===== config.mk =====
export PLATFORM = sky130hd
export DESIGN_NAME = reg_writeback_unit
export DESIGN_NICKNAME = d
export VERILOG_FILES = /design/src/rtl/reg_writeback_unit_pkg.sv /design/src/rtl/reg_writeback_unit_wb_fifo.sv /design/src/rtl/reg_writeback_unit.sv
export SDC_FILE = /design/constraint.sdc
export NUM_CORES = 1
export LEC_CHECK = 0
export CAP_MARGIN = 25
export CORE_UTILIZATION = 46
export CTS_CLUSTER_DIAMETER = 60
export DETAILED_ROUTE_END_ITERATION = 12
export PLACE_DENSITY = 0.78
export SLEW_MARGIN = 5
export SYNTH_ARGS = -nofsm -noshare
export SYNTH_HDL_FRONTEND = slang
export SYNTH_SLANG_ARGS = --single-unit

===== constraint.sdc =====
create_clock -name clk -period 3.8 [get_ports clk]
set_clock_uncertainty 0.1 [all_clocks]
set_input_delay 0.76 -clock clk [delete_from_list [all_inputs] [get_ports clk]]
set_output_delay 0.76 -clock clk [all_outputs]
set_load 0.05 [all_outputs]

===== src/rtl/reg_writeback_unit_pkg.sv =====
`default_nettype none
// ============================================================================
// Module   : reg_writeback_unit_pkg
// Brief    : Shared types and constants for the register write-back unit.
// Revision : 1.0 - initial release
// ============================================================================
package reg_writeback_unit_pkg;

  localparam int NUM_REGS  = 32;
  localparam int WB_ADDR_W = 5;
  localparam int WB_DATA_W = 32;

  localparam logic [WB_ADDR_W-1:0] REG_ZERO = '0;

  typedef struct packed {
    logic [WB_ADDR_W-1:0] dst;
    logic [WB_DATA_W-1:0] data;
  } wb_entry_t;

endpackage
`default_nettype wire


===== src/rtl/reg_writeback_unit_wb_fifo.sv =====
`default_nettype none
// ============================================================================
// Module   : wb_fifo
// Brief    : Dual-push, single-pop circular buffer of pending register writes.
//            Entries are presented oldest-first (slot 0 is the head).
// Revision : 1.0 - initial release
// ============================================================================
module wb_fifo
  import reg_writeback_unit_pkg::*;
#(
  parameter int DEPTH  = 4,
  parameter int DATA_W = WB_DATA_W,
  parameter int ADDR_W = WB_ADDR_W,
  localparam int PTR_W = $clog2(DEPTH),
  localparam int CNT_W = PTR_W + 1
) (
  input  logic                     clk,
  input  logic                     rst_n,
  input  logic                     i_push_a,
  input  logic [ADDR_W-1:0]        i_reg_a,
  input  logic [DATA_W-1:0]        i_data_a,
  input  logic                     i_push_b,
  input  logic [ADDR_W-1:0]        i_reg_b,
  input  logic [DATA_W-1:0]        i_data_b,
  input  logic                     i_pop,
  output logic [CNT_W-1:0]         o_count,
  output logic [DEPTH-1:0]         o_ent_valid,
  output logic [DEPTH*ADDR_W-1:0]  o_ent_reg,
  output logic [DEPTH*DATA_W-1:0]  o_ent_data
);

  logic [ADDR_W-1:0] r_reg  [DEPTH];
  logic [DATA_W-1:0] r_data [DEPTH];
  logic [PTR_W-1:0]  r_wr_ptr;
  logic [PTR_W-1:0]  r_rd_ptr;
  logic [CNT_W-1:0]  r_count;

  logic              w_pop;
  logic [PTR_W-1:0]  w_slot_b;

  assign w_pop    = i_pop && (r_count != '0);
  // Push B lands behind push A when both are present, so A stays older.
  assign w_slot_b = r_wr_ptr + PTR_W'(i_push_a);
  assign o_count  = r_count;

  always_ff @(posedge clk or negedge rst_n) begin
    if (!rst_n) begin
      r_wr_ptr <= '0;
      r_rd_ptr <= '0;
      r_count  <= '0;
    end else begin
      r_wr_ptr <= r_wr_ptr + PTR_W'(i_push_a) + PTR_W'(i_push_b);
      if (w_pop) begin
        r_rd_ptr <= r_rd_ptr + PTR_W'(1);
      end
      r_count <= r_count + CNT_W'(i_push_a) + CNT_W'(i_push_b) - CNT_W'(w_pop);
    end
  end

  always_ff @(posedge clk) begin
    if (i_push_a) begin
      r_reg[r_wr_ptr]  <= i_reg_a;
      r_data[r_wr_ptr] <= i_data_a;
    end
    if (i_push_b) begin
      r_reg[w_slot_b]  <= i_reg_b;
      r_data[w_slot_b] <= i_data_b;
    end
  end

  for (genvar g = 0; g < DEPTH; g++) begin : g_view
    logic [PTR_W-1:0] w_slot;
    assign w_slot                         = r_rd_ptr + PTR_W'(g);
    assign o_ent_valid[g]                 = CNT_W'(g) < r_count;
    assign o_ent_reg[g*ADDR_W +: ADDR_W]  = r_reg[w_slot];
    assign o_ent_data[g*DATA_W +: DATA_W] = r_data[w_slot];
  end

endmodule
`default_nettype wire


===== src/rtl/reg_writeback_unit.sv =====
`default_nettype none
// ============================================================================
// Module   : reg_writeback_unit
// Brief    : Orders ALU/load results into the register file write port and
//            publishes a pending-write mask. Optional macro WB_BYPASS_EN adds
//            a youngest-pending-value lookup port.
// Revision : 1.0 - initial release
// ============================================================================
module reg_writeback_unit
  import reg_writeback_unit_pkg::*;
#(
  parameter int DEPTH  = 4,
  parameter int DATA_W = 32,
  parameter int ADDR_W = 5
) (
  input  logic                 clk,
  input  logic                 reset,
  input  logic                 alu_valid,
  output logic                 alu_ready,
  input  logic [ADDR_W-1:0]    alu_reg,
  input  logic [DATA_W-1:0]    alu_data,
  input  logic                 ld_valid,
  output logic                 ld_ready,
  input  logic [ADDR_W-1:0]    ld_reg,
  input  logic [DATA_W-1:0]    ld_data,
  output logic [ADDR_W-1:0]    write_reg,
  output logic [DATA_W-1:0]    write_data,
  output logic                 reg_write_en,
  output logic [NUM_REGS-1:0]  busy_mask
`ifdef WB_BYPASS_EN
  ,
  input  logic [ADDR_W-1:0]    lookup_reg,
  output logic                 lookup_hit,
  output logic [DATA_W-1:0]    lookup_data
`endif
);

  localparam int PTR_W = $clog2(DEPTH);
  localparam int CNT_W = PTR_W + 1;

  logic [CNT_W-1:0]         w_count;
  logic [DEPTH-1:0]         w_ent_valid;
  logic [DEPTH*ADDR_W-1:0]  w_ent_reg;
  logic [DEPTH*DATA_W-1:0]  w_ent_data;
  logic                     w_alu_push;
  logic                     w_ld_push;
  logic                     w_pop;
  logic [ADDR_W-1:0]        w_head_reg;
  logic [DATA_W-1:0]        w_head_data;

  // Readiness is a function of the registered count only; a same-cycle pop
  // never makes room, which keeps the ready paths short.
  assign alu_ready = w_count < CNT_W'(DEPTH);
  assign ld_ready  = (w_count <= CNT_W'(DEPTH - 2)) ||
                     ((w_count == CNT_W'(DEPTH - 1)) && !alu_valid);

  // Writes to $zero handshake normally but are dropped here.
  assign w_alu_push = alu_valid && alu_ready && (alu_reg != ADDR_W'(REG_ZERO));
  assign w_ld_push  = ld_valid && ld_ready && (ld_reg != ADDR_W'(REG_ZERO));
  assign w_pop      = (w_count != '0);

  assign w_head_reg  = w_ent_reg[ADDR_W-1:0];
  assign w_head_data = w_ent_data[DATA_W-1:0];

  wb_fifo #(
    .DEPTH  (DEPTH),
    .DATA_W (DATA_W),
    .ADDR_W (ADDR_W)
  ) u_fifo (
    .clk         (clk),
    .rst_n       (reset),
    .i_push_a    (w_alu_push),
    .i_reg_a     (alu_reg),
    .i_data_a    (alu_data),
    .i_push_b    (w_ld_push),
    .i_reg_b     (ld_reg),
    .i_data_b    (ld_data),
    .i_pop       (w_pop),
    .o_count     (w_count),
    .o_ent_valid (w_ent_valid),
    .o_ent_reg   (w_ent_reg),
    .o_ent_data  (w_ent_data)
  );

  always_ff @(posedge clk or negedge reset) begin
    if (!reset) begin
      write_reg    <= '0;
      write_data   <= '0;
      reg_write_en <= 1'b0;
    end else if (w_pop) begin
      write_reg    <= w_head_reg;
      write_data   <= w_head_data;
      reg_write_en <= 1'b1;
    end else begin
      reg_write_en <= 1'b0;
    end
  end

  always_comb begin
    busy_mask = '0;
    for (int r = 1; r < NUM_REGS; r++) begin
      if (reg_write_en && (write_reg == ADDR_W'(r))) begin
        busy_mask[r] = 1'b1;
      end
      for (int k = 0; k < DEPTH; k++) begin
        if (w_ent_valid[k] && (w_ent_reg[k*ADDR_W +: ADDR_W] == ADDR_W'(r))) begin
          busy_mask[r] = 1'b1;
        end
      end
    end
  end

`ifdef WB_BYPASS_EN
  // Scan oldest to youngest so the last match is the value that will win.
  always_comb begin
    lookup_hit  = 1'b0;
    lookup_data = '0;
    if (lookup_reg != ADDR_W'(REG_ZERO)) begin
      if (reg_write_en && (write_reg == lookup_reg)) begin
        lookup_hit  = 1'b1;
        lookup_data = write_data;
      end
      for (int k = 0; k < DEPTH; k++) begin
        if (w_ent_valid[k] && (w_ent_reg[k*ADDR_W +: ADDR_W] == lookup_reg)) begin
          lookup_hit  = 1'b1;
          lookup_data = w_ent_data[k*DATA_W +: DATA_W];
        end
      end
    end
  end
`else
  logic w_unused_ent_data;
  assign w_unused_ent_data = ^w_ent_data[DEPTH*DATA_W-1:DATA_W];
`endif

endmodule
`default_nettype wire


* Yosys cells after proc, flatten, opt, wreduce, memory -nomap -nowiden *
Memories as Yosys holds them, arrays and structs flattened. A register that Yosys moved wholly into a read port is not among the register bits.
Cells that the tools add are included.

storage, ports and cells
  bits in writable memories = 148
  register bits after elaboration = 13
  input port bits = 78
  output and inout port bits = 72
  latch bits = 0
  word-level logic and storage cells = 503
  memories = 2
  memory bits (read-only) = 0

memory list
  name           depth  bits a word  read ports  clocked after Yosys merged registers in  wr ports  RTL line                          RTL
  u_fifo.r_data  4      32           1           1                                        2         reg_writeback_unit_wb_fifo.sv:33  logic [DATA_W-1:0] r_data [DEPTH];
  u_fifo.r_reg   4      5            4           0                                        2         reg_writeback_unit_wb_fifo.sv:32  logic [ADDR_W-1:0] r_reg [DEPTH];

operators by class
  add/subtract/negate cells = 8
  reductions and logical operators = 166
  multiply operators = 0
  bitwise gates (word level) = 0
  div/mod/pow operators = 0
  multiplexer cells = 160
  equal/unequal tests = 156
  shift operators = 0
  order comparisons = 6

operator list
  operator               number
  $eq A5 B5 Y1 const B   80
  $eq A5 B4 Y1 const B   40
  $logic_and A1 B1 Y1    160
  $mux W1                160
  $eq A5 B3 Y1 const B   20
  $eq A5 B2 Y1 const B   10
  $eq A5 B1 Y1 const B   5
  $reduce_bool A5 Y1     2
  $add A3 B1 Y3          2
  $lt A1 B3 Y1 const A   2
  $lt A2 B3 Y1 const A   2
  $add A2 B1 Y2          2
  $add A2 B2 Y2 const B  2
  $eq A3 B2 Y1 const B   1
  $le A3 B2 Y1 const B   1
  $lt A3 B3 Y1 const B   1
  $reduce_bool A3 Y1     1
  $sub A3 B1 Y3          1
  $add A2 B1 Y2 const B  1
  $logic_not A1 Y1       2
  $logic_or A1 B1 Y1     1

* Depth between registers and ports, before layout *
Gate-level depths: netlist of run 1.

  depth after elaboration = 7
  gate-level depth with buffers = 10
  mapped depth without buffers = 10

* Modules after synthesis *
A second synthesis of run 1 with hierarchy kept.

unflattened totals
  cells, all modules = 834
  area, all modules = 13,011.2 sq um

by module, submodules not included
  module              cells an instance  area each (sq um)  times used  sequential area each (sq um)
  wb_fifo             537                10,179.8           1           4,619.4
  reg_writeback_unit  297                2,831.5            1           950.9

* Worst setup path after synthesis of run 1 *
OpenSTA, ideal clock, no wires.

  kind = input to register
  start = input port alu_reg[4]
  end = memory u_fifo.r_data[0][0] (enable)
  stages on the path = 8
  path buffers = 2
  data required time = 3.261 ns
  arrival time = 3.554 ns
  path slack = -0.293 ns
  path through = or3_1 o311a_1 ha_1 xor2_1 a2111oi_2 buf_6 buf_6 o21bai_1

RTL lines
  what                RTL line                          RTL
  start: declaration  reg_writeback_unit.sv:20          input logic [ADDR_W-1:0] alu_reg,
  end: declaration    reg_writeback_unit_wb_fifo.sv:33

* Worst setup path after layout of run 1 *
  start = register u_fifo.r_rd_ptr[1]
  end = output port busy_mask[5]

on the way
  longest elaborated chain between the ends = 7

RTL lines
  what                                                        RTL line                          RTL
  start: declaration                                          reg_writeback_unit_wb_fifo.sv:35  logic [PTR_W-1:0] r_rd_ptr;
  start signal: assignment                                    reg_writeback_unit_wb_fifo.sv:54  r_rd_ptr <= r_rd_ptr + PTR_W'(1);
  $add A2 B1 Y2 / $mem_v2 Z4 W5 (equally long branches)       n/a
  $mem_v2 Z4 W5 *                                             n/a
  $eq A5 B3 Y1 / $logic_and A1 B1 Y1 (equally long branches)  reg_writeback_unit.sv:106         if (w_ent_valid[k] && (w_ent_reg[k*ADDR_W +: ADDR_W] == ADDR_W'(r))) begin
  $logic_and A1 B1 Y1 / $mux W1 (equally long branches)       reg_writeback_unit.sv:106
  $mux W1 (2 in a row)                                        reg_writeback_unit.sv:106
  $mux W1 *                                                   reg_writeback_unit.sv:106
  end: declaration                                            reg_writeback_unit.sv:29          output logic [NUM_REGS-1:0] busy_mask

Every way passes the cells marked *; elsewhere a longest branch is shown, timed or not.

==> flow_metrics.py, run 1 <==
metrics = {
    "clocking": {
        "cts_tree": "yes",
        "cts-htree-levels": 4,
        "cts_hold_buf": 0,
        "clk_pin_slew_ns": 0.08,
        "clk_latency_ns": 0.43,
        "clk_path_buf_depth": 2,
        "cts_root_buf": "clkbuf_16",
        "cts_buffers": 17,
        "cts.sinks": 193,
    },
    "placement": {
        "gp_congestion": 0.9743,
        "dp_hpwl_um": 20750,
        "portBuffers": 148,
        "placedInstanceArea_um2": 13710,
        "place_inst": 1276,
    },
    "pwr": {
        "power_frac_comb_pct": 62.6,
        "power.density_nw_per_um2": 1014,
        "clkPwrFrac_pct": 12.2,
        "p_sw_share_pct": 45.34,
        "ir_worst_vdd_mv": 0.5924,
        "p_int_mw": 7.947,
        "switching_power_mw": 6.592,
        "power_frac_seq_pct": 25.2,
        "leakagePower_nw": 5.218,
    },
    "synth": {
        "synth_edf_count": 148,
        "yosysWarnings": 0,
        "seq_area_frac_synth_pct": 49.41,
        "syn-num-nets": 909,
        "synth_ff_type": "edfxtp_1",
        "avgSynthCellArea_um2": 13.68,
        "ys_types": 49,
        "syn_inst": 824,
        "synth_top_area_share_pct": 39.42,
        "syn_area_um2": 11270,
        "async_reset_ff_share_pct": 23.32,
        "synth_top_area_cell": "edfxtp_1",
        "ys_top_cells_by_area": "edfxtp_1 (39%), mux4_2 (10%), mux2_4 (10%), dfrtp_1 (10%), mux2_2 (7.2%)",
        "synth_seq_cells": 193,
    },
    "layout": {
        "diodes": 0,
        "syn_to_final_growth_pct": 27.12,
        "final_cell_mix": "edfxtp_1 (148), nand2_1 (132), clkdlybuf4s50_1 (116), mux2_4 (76), mux2_2 (72)",
        "final_common_cell": "edfxtp_1",
        "instances_no_fill": 1309,
        "largest_reg_flops": 128,
        "layout.nets": 1062,
        "layout-drive-gt1-share_pct": 34.75,
        "final_area_um2": 14330,
    },
    "die": {
        "initial_utilization_pct": 47.47,
        "die_w_um": 158.6,
        "fp.dieArea_um2": 25140,
        "rows": 56,
        "io_pins": 150,
        "core_um2": 23750,
        "dieHeight_um": 158.6,
    },
    "route": {
        "vias_per_cell": 5.888,
        "wire_per_inst_um": 22.59,
        "totalWireLength_um": 29570,
        "drt_iter0_drc": 512,
        "firstDrtPassIters": 5,
        "vias": 7708,
        "drtAntennaViolNets": 0,
        "drc": 0,
    },
    "sta": {
        "maxClockFrequency_ghz": 0.2691,
        "min_period_ns": 3.717,
        "tightest_slew_ns": 0.7369,
        "final_max_slew_viol_count": 0,
        "final-hold-violation-count": 0,
        "grt_setup_unrepaired": "yes",
        "setup_viol_count_final": 0,
        "relSlewSlack_pct": 50.82,
        "period_share_pct": 97.81,
    },
    "global_route": {
        "grt-ovfl-total": 0,
        "grt_pass1_wl_um": 45660,
        "antenna_found_initial": 0,
        "grt_pass1_vias": 7953,
        "grtUsageTotal_pct": 24.67,
        "grt_max_degree": 41,
    },
    "setup_path": {
        "cp_data_arrival_time_ns": 2.86,
        "path_class": "flop to output pin",
        "worst_setup_path_end_kind": "output pin",
        "cp_data_required_time_ns": 2.94,
        "cp-start-kind": "flop",
        "cp_max_fo": 22,
    },
    "run": {
        "max_cap_viol_count": 0,
    },
    "min_path": {
        "min_path_type": "primary input to async pin",
    },
    "status": {
        "outcome": "finished clean",
    },
}
[repair_timing]
item                       in CTS  in global routing
setup buffers                   1                  0
gates cloned                    0                  0
setup endpoints to repair       9                 22
resized for setup               3                  3
[cell families (layout without fill, tap and decap cells)]
kind of cell               after synthesis  in the layout  share of synthesized area, %
muxes                                  200            200                         27.70
AOI/OAI and AO/OA                       55             55                         4.439
other                                    1              1                       0.03326
adders and majority gates                7              7                        0.9100
and+or+nand+nor                        286            286                         13.14
DFF                                    193            193                         49.41
buffers and inverters                   76            242                         3.906
xor gates and xnor gates                 6              6                        0.4661
[worst paths after layout]
path	startpoint	to	depth (start not counted)	slack [ns]
max in group asynchronous	reset	u_fifo.r_rd_ptr[0]	2	2.60
setup reg to reg	u_fifo.o_count[2]	u_fifo.o_count[2]	10	0.57
min in group clk	write_data[12]	write_data[12]	2	0.37
hold reg to reg	write_data[12]	write_data[12]	2	0.37
hold / removal	reset	write_data[3]	1	0.19
setup / recovery	u_fifo.r_rd_ptr[1]	busy_mask[5]	5	0.08
[through the flow]
step           utilization [%]  hold WS, ns  power [mW]  TNS (ns)  worst slack, ns
6_report                 60.34       0.1910       14.54         0          0.08328
5_1_grt                  60.34       0.2192       15.19         0         0.004660
4_1_cts                  60.31       0.1877       14.56         0         0.004419
3_5_place_dp             57.72       0.3562       12.72    -15.59          -0.1243
3_3_place_gp             57.72       0.3487       12.58    -2.721         -0.04625
2_1_floorplan                -       0.3644       9.291    -21.69          -0.2931
[worst max-delay path, stage by stage (launching register included)]
cell	delay (ns)
dfrtp_4	0.63
mux4_2	0.61
and2_1	0.33
a32oi_1	0.36
nand4_1	0.26
buf_12	0.23
[metal layers]
| metal | track usage [%] | vias to the layer above | wire length, µm |
|---|---|---|---|
| met5 | 0 | - | 0 |
| li1 | - | 3487 | - |
| met3 | 3.892 | 47 | 1938 |
| met2 | 43.42 | 345 | 15320 |
| met4 | 9.295 | 0 | 675 |
| met1 | 30.47 | 3829 | 11640 |
[cell type report]
type,count,area [µm²]
clock buffer,18,429.2
clock inverter,14,155.1
fill,1771,9420
inverter,10,37.54
multi-input combinational,555,5356
sequential,193,5578
tap,319,399.1
timing repair buffer,200,2377
[cell usage after synthesis (2+ instances only)]
| cell type | n |
|---|---|
| clkbuf_2 | 2 |
| nand2_1 | 132 |
| inv_1 | 10 |
| and3_1 | 2 |
| xnor2_1 | 5 |
| buf_6 | 16 |
| nor2b_1 | 23 |
| o21bai_1 | 2 |
| nor3b_1 | 2 |
| nand4_1 | 19 |
| mux2_4 | 76 |
| nor3b_2 | 2 |
| and2_1 | 9 |
| a22oi_1 | 4 |
| nand3_1 | 63 |
| buf_4 | 5 |
| nor4b_4 | 3 |
| a32oi_1 | 36 |
| nor2_1 | 13 |
| nand2b_1 | 2 |
| fa_1 | 2 |
| mux4_2 | 52 |
| and4b_1 | 4 |
| ha_1 | 5 |
| buf_1 | 5 |
| clkbuf_1 | 27 |
| dfrtp_1 | 45 |
| a2111oi_2 | 4 |
| edfxtp_1 | 148 |
| a31oi_1 | 3 |
| buf_2 | 11 |
| mux2_2 | 72 |
| and4bb_2 | 3 |
| a31o_2 | 2 |
[power by group through the flow]
stage	logic, mW	clock network [mW]	registers, mW
floorplan	5.08	0	4.21
global placement	8.89	0	3.69
detailed placement	8.98	0	3.74
CTS	9.11	1.79	3.66
global route	9.58	1.86	3.74
finish	9.10	1.78	3.67
(Power assumes the default switching activity.)
==> run 2: changes to the inputs <==
--- a/config.mk
+++ b/config.mk
@@ -9,7 +9,7 @@
 export CORE_UTILIZATION = 46
 export CTS_CLUSTER_DIAMETER = 60
 export DETAILED_ROUTE_END_ITERATION = 12
-export PLACE_DENSITY = 0.78
+export PLACE_DENSITY = 0.8
 export SLEW_MARGIN = 5
 export SYNTH_ARGS = -nofsm -noshare
 export SYNTH_HDL_FRONTEND = slang
==> constraint.sdc (replaced) <==
create_clock -name clk -period 3.3 [get_ports clk]
set_clock_uncertainty 0.1 [all_clocks]
set_input_delay 0.66 -clock clk [delete_from_list [all_inputs] [get_ports clk]]
set_output_delay 0.66 -clock clk [all_outputs]
set_load 0.05 [all_outputs]
==> run 2 against run 1 <==
Against the previous run: non-clock buffer count increased by 53; sequential share of layout area decreased by 2.6 points; largest cell class is now multi-input gates; routed wire length increased by 11%; the flow now finishes with violations (negative setup slack); highest routed layer unchanged; cell area increased by 7.2%; final cell count increased by 4.3%; sequential cell count unchanged; die area unchanged; first-iteration DRC count decreased by 1.8%.
==> flow_metrics.py, run 2 (synthesized netlist as in run 1, its figures left out) <==
metrics = {
    "sta": {
        "grt_setup_unrepaired": "yes",
        "maxClockFrequency_ghz": 0.2955,
        "tightest_slew_ns": 0.7656,
        "setup_viol_count_final": 15,
        "min_period_ns": 3.384,
        "hold_slack_ns": 0.1860,
        "final-hold-violation-count": 0,
        "tns_ns": -0.6337,
        "relSlewSlack_pct": 48.96,
        "period_share_pct": 102.5,
        "final_max_slew_viol_count": 0,
        "fin_ws_ns": -0.08358,
    },
    "run": {
        "max_cap_viol_count": 0,
    },
    "layout": {
        "final_common_cell": "edfxtp_1",
        "layout-drive-gt1-share_pct": 44.36,
        "fin_util_pct": 64.66,
        "syn_to_final_growth_pct": 36.22,
        "diodes": 0,
        "final_cell_mix": "edfxtp_1 (148), nand2_1 (132), clkdlybuf4s50_1 (113), mux2_4 (76), mux2_2 (72)",
        "largest_reg_flops": 128,
        "instances_no_fill": 1365,
        "layout.nets": 1118,
        "fill_cells": 1604,
        "final_area_um2": 15360,
    },
    "min_path": {
        "min_path_type": "primary input to async pin",
    },
    "pwr": {
        "p_sw_share_pct": 45.45,
        "power.density_nw_per_um2": 1195,
        "p_int_mw": 10.01,
        "leakagePower_nw": 5.844,
        "ir_worst_vdd_mv": 0.7556,
        "switching_power_mw": 8.345,
        "clkPwrFrac_pct": 11.5,
        "power_frac_seq_pct": 23.0,
        "power_frac_comb_pct": 65.5,
    },
    "status": {
        "outcome": "complete, but fails checks",
        "violations": "negative setup slack",
    },
    "clocking": {
        "cts_tree": "yes",
        "cts_root_buf": "clkbuf_16",
        "cts-htree-levels": 4,
        "clk_path_buf_depth": 2,
        "clk_latency_ns": 0.43,
        "clk_pin_slew_ns": 0.08,
        "cts.sinks": 193,
        "cts_buffers": 17,
    },
    "route": {
        "firstDrtPassIters": 5,
        "totalWireLength_um": 32950,
        "dr_wl_met3_um": 2146,
        "vias_per_cell": 6.034,
        "topRoutingLayerUsed": "met4",
        "drc": 0,
        "dr_wl_met2_um": 17200,
        "drtAntennaViolNets": 0,
        "wire_per_inst_um": 24.14,
        "drt_iter0_drc": 503,
        "met1_length_um": 12370,
        "vias": 8237,
    },
    "global_route": {
        "antenna_found_initial": 0,
        "grt_max_degree": 40,
        "grt-ovfl-total": 0,
        "grt_pass1_vias": 8399,
        "grtUsageTotal_pct": 26.22,
        "grt_pass1_wl_um": 48310,
    },
    "setup_path": {
        "r2r_slack_ns": 0.24,
        "reg2reg_to": "u_fifo.o_count[2]",
        "cp_data_arrival_time_ns": 2.62,
        "cp-start-kind": "flop",
        "r2r-start": "u_fifo.o_count[1]",
        "worst_setup_path_end_kind": "output pin",
        "cp_max_fo": 7,
        "cp_data_required_time_ns": 2.54,
        "path_class": "flop to output pin",
        "reg2regPathDepth": 12,
    },
    "placement": {
        "gp_congestion": 0.9269,
        "placedInstanceArea_um2": 13960,
        "place_inst": 1305,
        "dp_hpwl_um": 21840,
        "portBuffers": 148,
    },
    "die": {
        "die_w_um": 158.6,
        "core_um2": 23750,
        "io_pins": 150,
        "initial_utilization_pct": 47.47,
        "rows": 56,
        "fp.dieArea_um2": 25140,
        "dieHeight_um": 158.6,
    },
}
==> run 2: cell count changes in the layout (fill, tap and decap cells not counted), sizes merged <==
| cell | change |
|---|---|
| buf | +53 |
| inv | +5 |
| clkdlybuf4s50 | -3 |
| clkinv | -2 |
| clkinvlp | -2 |
| dlymetal6s2s | +2 |
| mux4 | +2 |
| and2 | +1 |
==> run 2: power groups by stage <==
stage	Combinational [mW]	Clock, mW	Sequential, mW
2_1_floorplan	5.90	0	4.84
3_3_place_gp	10.5	0	4.22
3_5_place_dp	10.7	0	4.28
4_1_cts	11.3	2.14	4.21
5_1_grt	12.6	2.22	4.29
6_report	12.0	2.12	4.22
==> run 2: through the flow <==
step	worst slack, ns	power (mW)
3_5_place_dp	-0.4915	14.93
6_report	-0.08358	18.36
5_1_grt	-0.1340	19.08
3_3_place_gp	-0.4280	14.74
2_1_floorplan	0.01636	10.75
4_1_cts	-0.03677	17.68
==> run 2: what timing repair did <==
action | CTS | global route
hold buffers | 0 | 0
setup endpoints to repair | 54 | 151
cloned | 0 | 4
setup buffers | 13 | 16
pin swaps | 21 | 40
gates resized for setup | 60 | 51
==> run 2: critical path, stage by stage, from the launching register on <==
cell	delay [ns]
dfrtp_2	0.50
buf_4	0.16
mux4_2	0.60
and2_4	0.26
a32oi_1	0.23
nand4_1	0.22
buf_12	0.22
==> run 2: how the worst max path moves through the flow <==
stage | startpoint | end | slack [ns] | depth (start not counted)
after floorplan | alu_reg[4] | u_fifo.r_data[1][0] | 0.02 | 8
after global placement | alu_reg[4] | u_fifo.r_reg[2][4] | -0.43 | 8
after detailed placement | alu_reg[4] | u_fifo.r_data[3][11] | -0.49 | 9
after CTS | u_fifo.r_rd_ptr[1] | busy_mask[27] | -0.04 | 6
after global routing | u_fifo.r_rd_ptr[1] | busy_mask[30] | -0.13 | 6
final | u_fifo.r_rd_ptr[1] | busy_mask[5] | -0.08 | 6
==> run 2: per-layer routing <==
metal  vias to the layer above  track usage (%)
met5                         -                0
met4                         0            12.91
met3                        90            3.239
met2                       402            46.78
met1                      4142            31.26
li1                       3603                -
==> run 2: final cells by class <==
class | instances | area, µm² | share of cell area, %
clock buffers | 17 | 425.4 | 2.770
clock inverters | 15 | 168.9 | 1.100
inverters | 10 | 41.29 | 0.2688
multi-input cells | 558 | 5881 | 38.29
flip-flops and latches | 193 | 5577 | 36.31
well taps | 319 | 399.1 | 2.599
repair buffers | 253 | 2867 | 18.66
==> RTL edit (config.mk and constraints of run 1) <==
Make the reset (`reset` and `rst_n`) synchronous in 2 clocked blocks.
--- a/src/rtl/reg_writeback_unit_wb_fifo.sv
+++ b/src/rtl/reg_writeback_unit_wb_fifo.sv
@@ -44,5 +44,5 @@
   assign o_count  = r_count;
 
-  always_ff @(posedge clk or negedge rst_n) begin
+  always_ff @(posedge clk) begin
     if (!rst_n) begin
       r_wr_ptr <= '0;
--- a/src/rtl/reg_writeback_unit.sv
+++ b/src/rtl/reg_writeback_unit.sv
@@ -83,5 +83,5 @@
   );
 
-  always_ff @(posedge clk or negedge reset) begin
+  always_ff @(posedge clk) begin
     if (!reset) begin
       write_reg    <= '0;
Function: differs if reset is asserted again (counterexample within 4 cycles, from zero or initial values and one cycle with reset low); with reset held inactive, the same outputs for 4 cycles.
==> RTL edit against run 1 <==
  * Sequential share of layout area decreased by 1.6 points
  * Area after synthesis grew 0.12%
  * Routed wire length rose by 4.6%
  * Sequential cell count increased by 2
  * Maximum frequency is 1.2% higher
  * Clock power down 4%
  * Largest power group unchanged
  * Total power fell by 8.9%
  * Setup slack gained 43 ps
  * Cell area rose by 0.84%
==> RTL edit: results (changes against run 1) <==
| Metric | Value |
|---|---|
| Fillers | `1,765 (-0.34%)` |
| Status | `completed` |
| R2R Setup Slk | `870 ps (+300 ps)` |
| CP Launch Point | `u_fifo.o_count[2]` |
| Clock buffer cells | `21 (+3)` |
| Multi-In Gates | `568 (+2.3%)` |
| CP Data Arrival Time | `2810 ps (-50 ps)` |
| Clock network area share | `3.878% (-0.20 points)` |
| Place WS | `-74.57 ps (+49.68 ps)` |
| WHS | `363.5 ps (+172.5 ps)` |
| WL final | `30,930 µm (+4.6%)` |
| Final worst-path cycle share | `96.67% (-1.1 points)` |
| Combinational Power Share | `59.1% (-3.5 points)` |
| RR Endpoint | `u_fifo.o_count[2]` |
| Vias in the first global route | `8,257 (+3.8%)` |
| Die area | `0.02517 mm² (+0.12%)` |
| Gpl congestion | `0.9857 (+1.2%)` |
| Top cells by area, synth | `edfxtp_1 39%, mux4_2 10%, mux2_4 10%` |
| Postcts setup bufs | `0 (-1)` |
| Synth Area in XOR/XNOR | `0.3879% (-0.078 points)` |
| Crit path to | `busy_mask[8]` |
| Non-clock buffer area fraction after layout | `17.63% (+1.0 points)` |
| Sequential power | `0.00371 W (+1%)` |
| Dpl cell area | `0.01389 mm² (+1.3%)` |
| Post-Syn Nets | `922 (+1.4%)` |
| Seq cells | `195 (+1.0%)` |
| Placed cells | `1,308 (+2.5%)` |
## RTL edit: cell count changes after synthesis, moves of 4 or more
| cell | run 1 | this run |
|---|---|---|
| nor4b_2 | 1 | 5 |
| buf_4 | 5 | 15 |
| buf_2 | 11 | 4 |
| dfxtp_1 | 0 | 47 |
| a21boi_0 | 0 | 37 |
| a32oi_1 | 36 | 17 |
| buf_8 | 0 | 8 |
| and2_1 | 9 | 18 |
| buf_6 | 16 | 4 |
| nand2_1 | 132 | 94 |
| a22oi_1 | 4 | 26 |
| dfrtp_1 | 45 | 0 |
## RTL edit: routing by layer
metal	track usage (%)	wire length, µm	up-vias
met4	8.562	612	0
li1	-	-	3582
met1	31.76	12190	3975
met5	0	0	-
met2	46.01	16110	380
met3	3.919	2012	55
## RTL edit: worst max-delay path: stages, from the launching register on
cell and delay, ps:
dfxtp_1 560, inv_1 110, ha_1 270, nor2b_1 160, buf_4 170, nor4b_2 520, a22oi_1 210, nand4_1 230
buf_12 170
